`config.mk`:
```
export PLATFORM = sky130hd
export DESIGN_NAME = keypad_time_entry
export DESIGN_NICKNAME = d
export VERILOG_FILES = /design/src/rtl/toaster_pkg.sv /design/src/rtl/keypad_time_entry_bcd_to_seconds.sv /design/src/rtl/keypad_time_entry.sv
export SDC_FILE = /design/constraint.sdc
export NUM_CORES = 1
export LEC_CHECK = 0
export CAP_MARGIN = 25
export CORE_UTILIZATION = 35
export DETAILED_ROUTE_END_ITERATION = 10
export SYNTH_ARGS = -nofsm -noshare
export SYNTH_HDL_FRONTEND = slang
export SYNTH_SLANG_ARGS = --single-unit
```
`constraint.sdc`:
```
create_clock -name clk -period 4.7 [get_ports clk]
set_input_delay 0.94 -clock clk [delete_from_list [all_inputs] [get_ports clk]]
set_output_delay 0.94 -clock clk [all_outputs]
set_load 0.01 [all_outputs]
```
`src/rtl/toaster_pkg.sv`:
```
// Shared key codes, entry FSM states and the seconds width used by the
// keypad entry block and the countdown/PWM timer.
package toaster_pkg;

  localparam logic [3:0] KEY_ENTER = 4'hA;
  localparam logic [3:0] KEY_CLEAR = 4'hB;
  localparam int         TIME_W    = 10;

  typedef enum logic {ENTRY, WRITE} entry_state_t;

endpackage

```
`src/rtl/keypad_time_entry_bcd_to_seconds.sv`:
```
// Combinational {M, S_tens, S_ones} BCD to whole seconds.
// Seconds fields above 59 are legal and simply add up (1:75 -> 135).
module bcd_to_seconds
  import toaster_pkg::*;
#(
  parameter int W = TIME_W
) (
  input  logic [11:0]  bcd,
  output logic [W-1:0] seconds
);

  logic [W-1:0] mins, tens, ones;

  always_comb begin
    mins    = W'(bcd[11:8]);
    tens    = W'(bcd[7:4]);
    ones    = W'(bcd[3:0]);
    seconds = mins * W'(60) + tens * W'(10) + ones;
  end

endmodule

```
`src/rtl/keypad_time_entry.sv`:
```
// Collects keypad digits into an M:SS buffer and, on ENTER, loads the timer
// through a write/write_ack handshake with an ack timeout.
module keypad_time_entry
  import toaster_pkg::*;
#(
  parameter int ACK_TIMEOUT = 16,
  parameter int TW          = TIME_W
) (
  input  logic          clk,
  input  logic          reset,
  input  logic          key_valid,
  input  logic [3:0]    key_code,
  input  logic          write_ack,
  output logic [TW-1:0] Time,
  output logic          write,
  output logic [11:0]   entry_LED,
  output logic [1:0]    digit_cnt,
  output logic          busy,
  output logic          ack_err
);

  localparam int CW = (ACK_TIMEOUT > 2) ? $clog2(ACK_TIMEOUT) : 1;
  localparam logic [CW-1:0] WAIT_LAST = CW'(ACK_TIMEOUT - 1);

  entry_state_t  state_q, state_d;
  logic [TW-1:0] time_q, time_d;
  logic          write_q, write_d;
  logic [11:0]   entry_q, entry_d;
  logic [1:0]    cnt_q, cnt_d;
  logic          busy_q, busy_d;
  logic          err_q, err_d;
  logic [CW-1:0] wait_q, wait_d;
  logic [TW-1:0] entry_seconds;

  bcd_to_seconds #(.W(TW)) u_conv (
    .bcd     (entry_q),
    .seconds (entry_seconds)
  );

  always_comb begin
    state_d = state_q;
    time_d  = time_q;
    write_d = write_q;
    entry_d = entry_q;
    cnt_d   = cnt_q;
    busy_d  = busy_q;
    err_d   = err_q;
    wait_d  = wait_q;
    case (state_q)
      ENTRY: begin
        if (key_valid) begin
          if (key_code <= 4'd9) begin
            entry_d = {entry_q[7:0], key_code};
            cnt_d   = (cnt_q == 2'd3) ? 2'd3 : cnt_q + 2'd1;
            err_d   = 1'b0;
          end else if (key_code == KEY_CLEAR) begin
            entry_d = '0;
            cnt_d   = '0;
            err_d   = 1'b0;
          end else if (key_code == KEY_ENTER) begin
            time_d  = entry_seconds;
            write_d = 1'b1;
            busy_d  = 1'b1;
            wait_d  = '0;
            state_d = WRITE;
          end
        end
      end
      WRITE: begin
        if (write_ack) begin
          write_d = 1'b0;
          busy_d  = 1'b0;
          entry_d = '0;
          cnt_d   = '0;
          state_d = ENTRY;
        end else if (wait_q == WAIT_LAST) begin
          // Abandon the load but keep the buffer so ENTER can be retried.
          write_d = 1'b0;
          busy_d  = 1'b0;
          err_d   = 1'b1;
          state_d = ENTRY;
        end else begin
          wait_d = wait_q + CW'(1);
        end
      end
      default: state_d = ENTRY;
    endcase
  end

  always_ff @(posedge clk) begin
    if (reset) begin
      state_q <= ENTRY;
      time_q  <= '0;
      write_q <= 1'b0;
      entry_q <= '0;
      cnt_q   <= '0;
      busy_q  <= 1'b0;
      err_q   <= 1'b0;
      wait_q  <= '0;
    end else begin
      state_q <= state_d;
      time_q  <= time_d;
      write_q <= write_d;
      entry_q <= entry_d;
      cnt_q   <= cnt_d;
      busy_q  <= busy_d;
      err_q   <= err_d;
      wait_q  <= wait_d;
    end
  end

  assign Time      = time_q;
  assign write     = write_q;
  assign entry_LED = entry_q;
  assign digit_cnt = cnt_q;
  assign busy      = busy_q;
  assign ack_err   = err_q;

endmodule

```
=== After elaboration in Yosys (flattened, before gate mapping) ===
Index checks and enable logic that the tools add are counted.

* Register bits: 31
* Output and inout port bits: 27

* Add/subtract/negate cells: 4
* $mul: 2
* $lt $le $gt $ge: 1
* Equality and inequality tests: 14
* Multiplexer cells: 38
* Bitwise operators: 3
* Reductions and logical operators: 5

{| class="wikitable"
|+ Operators by type and width
! cell !! number
|-
| two-way mux 12 bit || 4
|-
| two-way mux 4 bit || 6
|-
| one-hot mux 12 bit (2 select lines) || 1
|-
| two-way mux 1 bit || 17
|-
| != test 2 bit (second input constant) || 7
|-
| equality test 4 bit (second input constant) || 3
|-
| adder 10 x 4 -> 10 bit || 1
|-
| adder 10 x 8 -> 10 bit || 1
|-
| two-way mux 2 bit || 5
|-
| AND reduction 5 bit || 2
|-
| multiplier 4 x 4 -> 8 bit (second input constant) || 1
|-
| one-hot mux 4 bit (2 select lines) || 1
|-
| multiplier 4 x 3 -> 7 bit (second input constant) || 1
|-
| one-hot mux 1 bit (2 select lines) || 3
|-
| AND reduction 6 bit || 1
|-
| adder 4 x 1 -> 4 bit (second input constant) || 1
|-
| <= comparator 4 bit (second input constant) || 1
|-
| one-hot mux 2 bit (2 select lines) || 1
|-
| AND reduction 4 bit || 1
|-
| != test 3 x 2 -> 1 bit (second input constant) || 1
|-
| != test 3 bit (second input constant) || 1
|-
| inverter 1 bit || 3
|-
| AND reduction 3 bit || 1
|-
| adder 2 x 1 -> 2 bit (second input constant) || 1
|-
| other kinds (2) || 2
|}

=== Logic depth before layout (Yosys ltp) ===
* Depth after elaboration: 6
* Depth in mapped cells: 14

=== Cells and area by module ===
A second synthesis with hierarchy kept.

* Cells, all modules: 262
* Area total of the unflattened synthesis: 2280.9 um^2

{| class="wikitable"
|+ By module, submodules not included
! module !! times used !! cells each !! area each (um^2) !! sequential area each (um^2)
|-
| keypad_time_entry || 1 || 159 || 1367.6 || 620.6
|-
| bcd_to_seconds || 1 || 103 || 913.4 || 0.0
|}

=== Least setup slack after synthesis ===
OpenSTA, ideal clock, no wires.

* Path type: reg2reg
* From: register entry_q[10] (netlist: entry_LED[10])
* To: register time_q[9] (netlist: Time[9])
* Data arrival time: 3.543 ns
* Data required time: 4.638 ns
* Slack: 1.095 ns
* Stages on the path, launching flop included: 13
* Period minus slack after synthesis: 3.605 ns
* Cells stage by stage: dfxtp_1 -> fa_1 -> fa_1 -> ha_1 -> a21o_1 -> a21oi_1 -> xnor2_1 -> ha_1 -> ha_1 -> o21ai_0 -> a21oi_1 -> a2111o_1 -> nand3_1

* Cells in the longest elaborated chain, start to end: 3

{| class="wikitable"
|+ RTL lines
! item !! line !! text
|-
| start: declaration || keypad_time_entry.sv:28 || <nowiki>logic [11:0] entry_q, entry_d;</nowiki>
|-
| start signal: assignment || keypad_time_entry.sv:104 || <nowiki>entry_q <= entry_d;</nowiki>
|-
| multiplier 4 x 4 -> 8 bit || keypad_time_entry_bcd_to_seconds.sv:18 || <nowiki>seconds = mins * W'(60) + tens * W'(10) + ones;</nowiki>
|-
| adder 10 x 8 -> 10 bit || keypad_time_entry_bcd_to_seconds.sv:18 ||
|-
| adder 10 x 4 -> 10 bit || keypad_time_entry_bcd_to_seconds.sv:18 ||
|-
| end signal: assignment || keypad_time_entry.sv:102 || <nowiki>time_q <= time_d;</nowiki>
|-
| end: declaration || keypad_time_entry.sv:26 || <nowiki>logic [TW-1:0] time_q, time_d;</nowiki>
|}

No other way between the ends.
A chain may end at the register's enable or synchronous reset.

=== Worst setup path after layout ===
Same ends and word-level chain as after synthesis.

==> summary.md <==
| Metric | Value |
|---|---|
| Fraction of registers with async set/reset | `0%` |
| CTS Hold Buffers Added | `0` |
| Number of antenna violations at the first check in global routing | `0` |
| Weighted congestion reported at the end of routability-driven placement | `0.7356` |
| Relative max-transition margin | `47.05%` |
| Total nets after synthesis | `292` |
| Placeable Area | `5991 sq um` |
| Final HPWL DP | `3.469 mm` |
| Diodes inserted | `0` |
| GR met1 Demand/Resource | `18.83%` |
| Post-CTS clock slew at the launch and capture registers of the worst setup and hold paths | `0.06 ns` |
| Setup repair after global routing missed its margin | `false` |
| Maximum net fanout on the critical path | `7` |
| Count of placed standard cells in the final layout, fillers left out | `351` |
| IO Pins | `35` |
| Max-cap violations | `0` |
| Final max-slew violation count | `0` |
| Most used standard cell by instance count after synthesis | `sky130_fd_sc_hd__dfxtp_1` |
| Vias per cell | `5.148` |
| Cells along the critical path | `fa_1 > fa_1 > ha_1 > a21o_1 > a21oi_1 > xnor2_1 > ha_1 > ha_1 > o21ai_0 > a21oi_1 > a2111o_1 > nand3_1` |
| Average size of a mapped cell | `8.895 sq um` |
| Number of nets with antenna violations after routing | `0` |
| Vias | `1,807` |
| Die extent in y | `81.23 microns` |
| Cell type with the highest aggregate area in the netlist | `sky130_fd_sc_hd__dfxtp_1` |
| Arrival time worst endpoint | `4.01 ns` |
| Final routed DRC violation total | `0` |
| Share of cells above drive strength 1 | `7.971%` |
| Transition time at the pin with the least slew margin | `0.7918 ns` |
| Worst Hold Class | `reg2reg` |
| Crit-path most repeated cell | `sky130_fd_sc_hd__ha_1` |
| Root buffer selected by CTS | `sky130_fd_sc_hd__clkbuf_8` |
| Count of flip-flops with a built-in enable after synthesis | `0` |
| Final Routed Wirelength | `4.574 mm` |
| WP buf/inv | `0` |
| Maximum VDD drop | `0.0001120 V` |
| Initial DRT Pass Iterations | `4` |
| Cell count after synthesis | `247` |
| Number of placed cells counting well taps | `344` |
| Count of buffers from port buffering | `34` |
| Routed wirelength normalized by instance count | `13.03 microns` |
| Horiz. Die Dim | `81.23 microns` |
| Run status | `complete, no violations` |
| Final hold viol count | `0` |
| Area occupied by registers | `620.6 sq um` |
| Top cell types by occurrence after synthesis | `sky130_fd_sc_hd__dfxtp_1, sky130_fd_sc_hd__ha_1, sky130_fd_sc_hd__inv_1` |
| Multi-input gate area in the final layout | `1430 sq um` |
| Final clock period utilization by the worst path | `80.42%` |
| Global-route met2 utilization | `27.56%` |
| CTS Buf Count | `5` |
| Clock Latency Late Sink | `0.28 ns` |
| Layout overhead on the synthesized area | `20.50%` |
| Yosys warning total | `0` |
| Setup slack of the most critical reg-to-reg path | `0.92 ns` |
| Area of the die | `6598 sq um` |
| Nets | `321` |
| Post-Route Skew | `0.004980 ns` |
| Initial cell density of the core | `36.68%` |
| Post-layout min period | `3.780 ns` |
| Top FF cell, synth | `sky130_fd_sc_hd__dfxtp_1` |
| Cell area power density | `209.3 nW/um^2` |
| Site Rows | `28` |
| Global-route wire length before repair | `8.004 mm` |
| Max incr delay on CP | `0.51 ns` |
| Number of distinct library cells after synthesis | `44` |
| Count of buffers added by post-CTS timing repair for setup | `0` |
| Longest Clk Path Bufs | `2` |
| Share of synthesized area occupied by flip-flops and latches | `28.25%` |
| #FFs+latches synth | `31` |
| Synth top area cells | `sky130_fd_sc_hd__dfxtp_1, sky130_fd_sc_hd__ha_1, sky130_fd_sc_hd__fa_1` |
| GRT Residual Overflow | `0` |
| Required time reported for the critical path endpoint | `4.93 ns` |
| Global Route Usage Sum | `15.80%` |
| Final setup violation count | `0` |
| P_leak | `0.001114 uW` |
| Netlist Area Pre-Place | `2197 sq um` |
| Critical path launch point type | `flop` |
| Type of the worst setup path | `reg2reg` |
| Number of fill cells | `610` |
| Kind of end point of the critical path | `flop` |
| Number of gates resized after cts | `0` |
| CTS tree | `yes` |
| Proportion of netlist area held by the largest area contributor | `28.25%` |
| Busiest layer in global routing | `met2` |
| CTS sink cnt | `31` |
| Met3 track demand over resource in global routing | `3.596%` |
| Maximum operating frequency | `264.6 MHz` |
| Iteration-0 DRC Markers | `39` |
| Setup TNS | `0 ns` |
| Worst-path cell with the longest stage delay | `sky130_fd_sc_hd__fa_1` |
| Cell class contributing the biggest share of worst-path delay | `adder cells` |
| H-tree lvl count | `2` |
| Pin count of the biggest net entering global routing | `22` |
| Number of global-route vias before repair | `1,778` |
==> per-stage QoR <==
| step | power, uW | hold slack (ns) | util (%) | cell area [sq um] | setup slack [ns] |
|---|---|---|---|---|---|
| 6_report | 554.0 | 0.4533 | 44.19 | 2648 | 0.9205 |
| 5_1_grt | 580.6 | 0.4888 | 44.19 | 2648 | 0.6953 |
| 4_1_cts | 562.6 | 0.4555 | 44.19 | 2648 | 0.9026 |
| 3_5_place_dp | 346.9 | 0.4460 | 42.73 | 2560 | 0.9081 |
| 3_3_place_gp | 346.8 | 0.4450 | 42.73 | 2560 | 1.033 |
| 2_1_floorplan | 323.4 | 0.4550 | - | 2197 | 1.095 |
==> final timing paths <==
kind	endpoint	from	depth (start not counted)
setup reg to reg	Time[9]	entry_LED[10]	12
setup / recovery	Time[9]	entry_LED[10]	12
hold reg to reg	Time[4]	Time[4]	2
hold / removal	Time[4]	Time[4]	2
==> cells in the final DEF, fill, tap and decap left out, types with 9 or more instances in the layout <==
cell type,instances
sky130_fd_sc_hd__dfxtp_1,31
sky130_fd_sc_hd__a21oi_1,19
sky130_fd_sc_hd__fa_1,9
sky130_fd_sc_hd__ha_1,28
sky130_fd_sc_hd__o21ai_0,15
sky130_fd_sc_hd__a21oi_2,9
sky130_fd_sc_hd__clkdlybuf4s50_1,34
sky130_fd_sc_hd__nand3_1,18
sky130_fd_sc_hd__inv_1,20
sky130_fd_sc_hd__nand2_1,15
==> metal layers <==
layer | wire length (microns) | vias up
li1 | - | 930
met1 | 2153 | 844
met2 | 2203 | 26
met3 | 155 | 7
met4 | 61 | 0
met5 | 0 | -
==> cells by family (layout without fill, tap and decap cells) <==
family                     Yosys count  count (layout)  share of synthesized area [%]
AOI/OAI and AO/OA                   72              72                          21.98
and+or+nand+nor                     66              66                          15.38
adders and majority gates           37              37                          24.15
buffers and inverters               32              61                          6.662
DFF                                 31              31                          28.25
xor gates and xnor gates             9               9                          3.588
==> report_power, final <==
group | internal (uW) | switching (uW) | leakage (uW)
Combinational | 29.3 | 36.9 | 0.000816
Sequential | 268 | 6.34 | 0.000251
Clock | 115 | 98.8 | 0.0000470
Total | 412 | 142 | 0.00111
==> final cells by class <==
class / instances / area share [%]
multi-input cells: 184 / 54.02
flip-flops and latches: 31 / 23.44
repair buffers: 34 / 12.85
well taps: 75 / 3.544
clock buffers: 6 / 3.119
inverters: 20 / 2.836
clock inverters: 1 / 0.1890
==> tightest hold or removal path: cells and delay by family (launching register included) <==
kind | cells | cell delay (ns)
simple gates | 1 | 0.05
compound gates | 1 | 0.05
flops | 1 | 0.31
==> sequential cells by signal, summed over array words and instances, names as in the netlist <==
| name | cells |
|---|---|
| entry_LED | 12 |
| state_q | 1 |
| ack_err | 1 |
| busy | 1 |
| Time | 10 |
| digit_cnt | 2 |
| wait_q | 4 |
No activity file was read; power rests on OpenSTA's default activity.
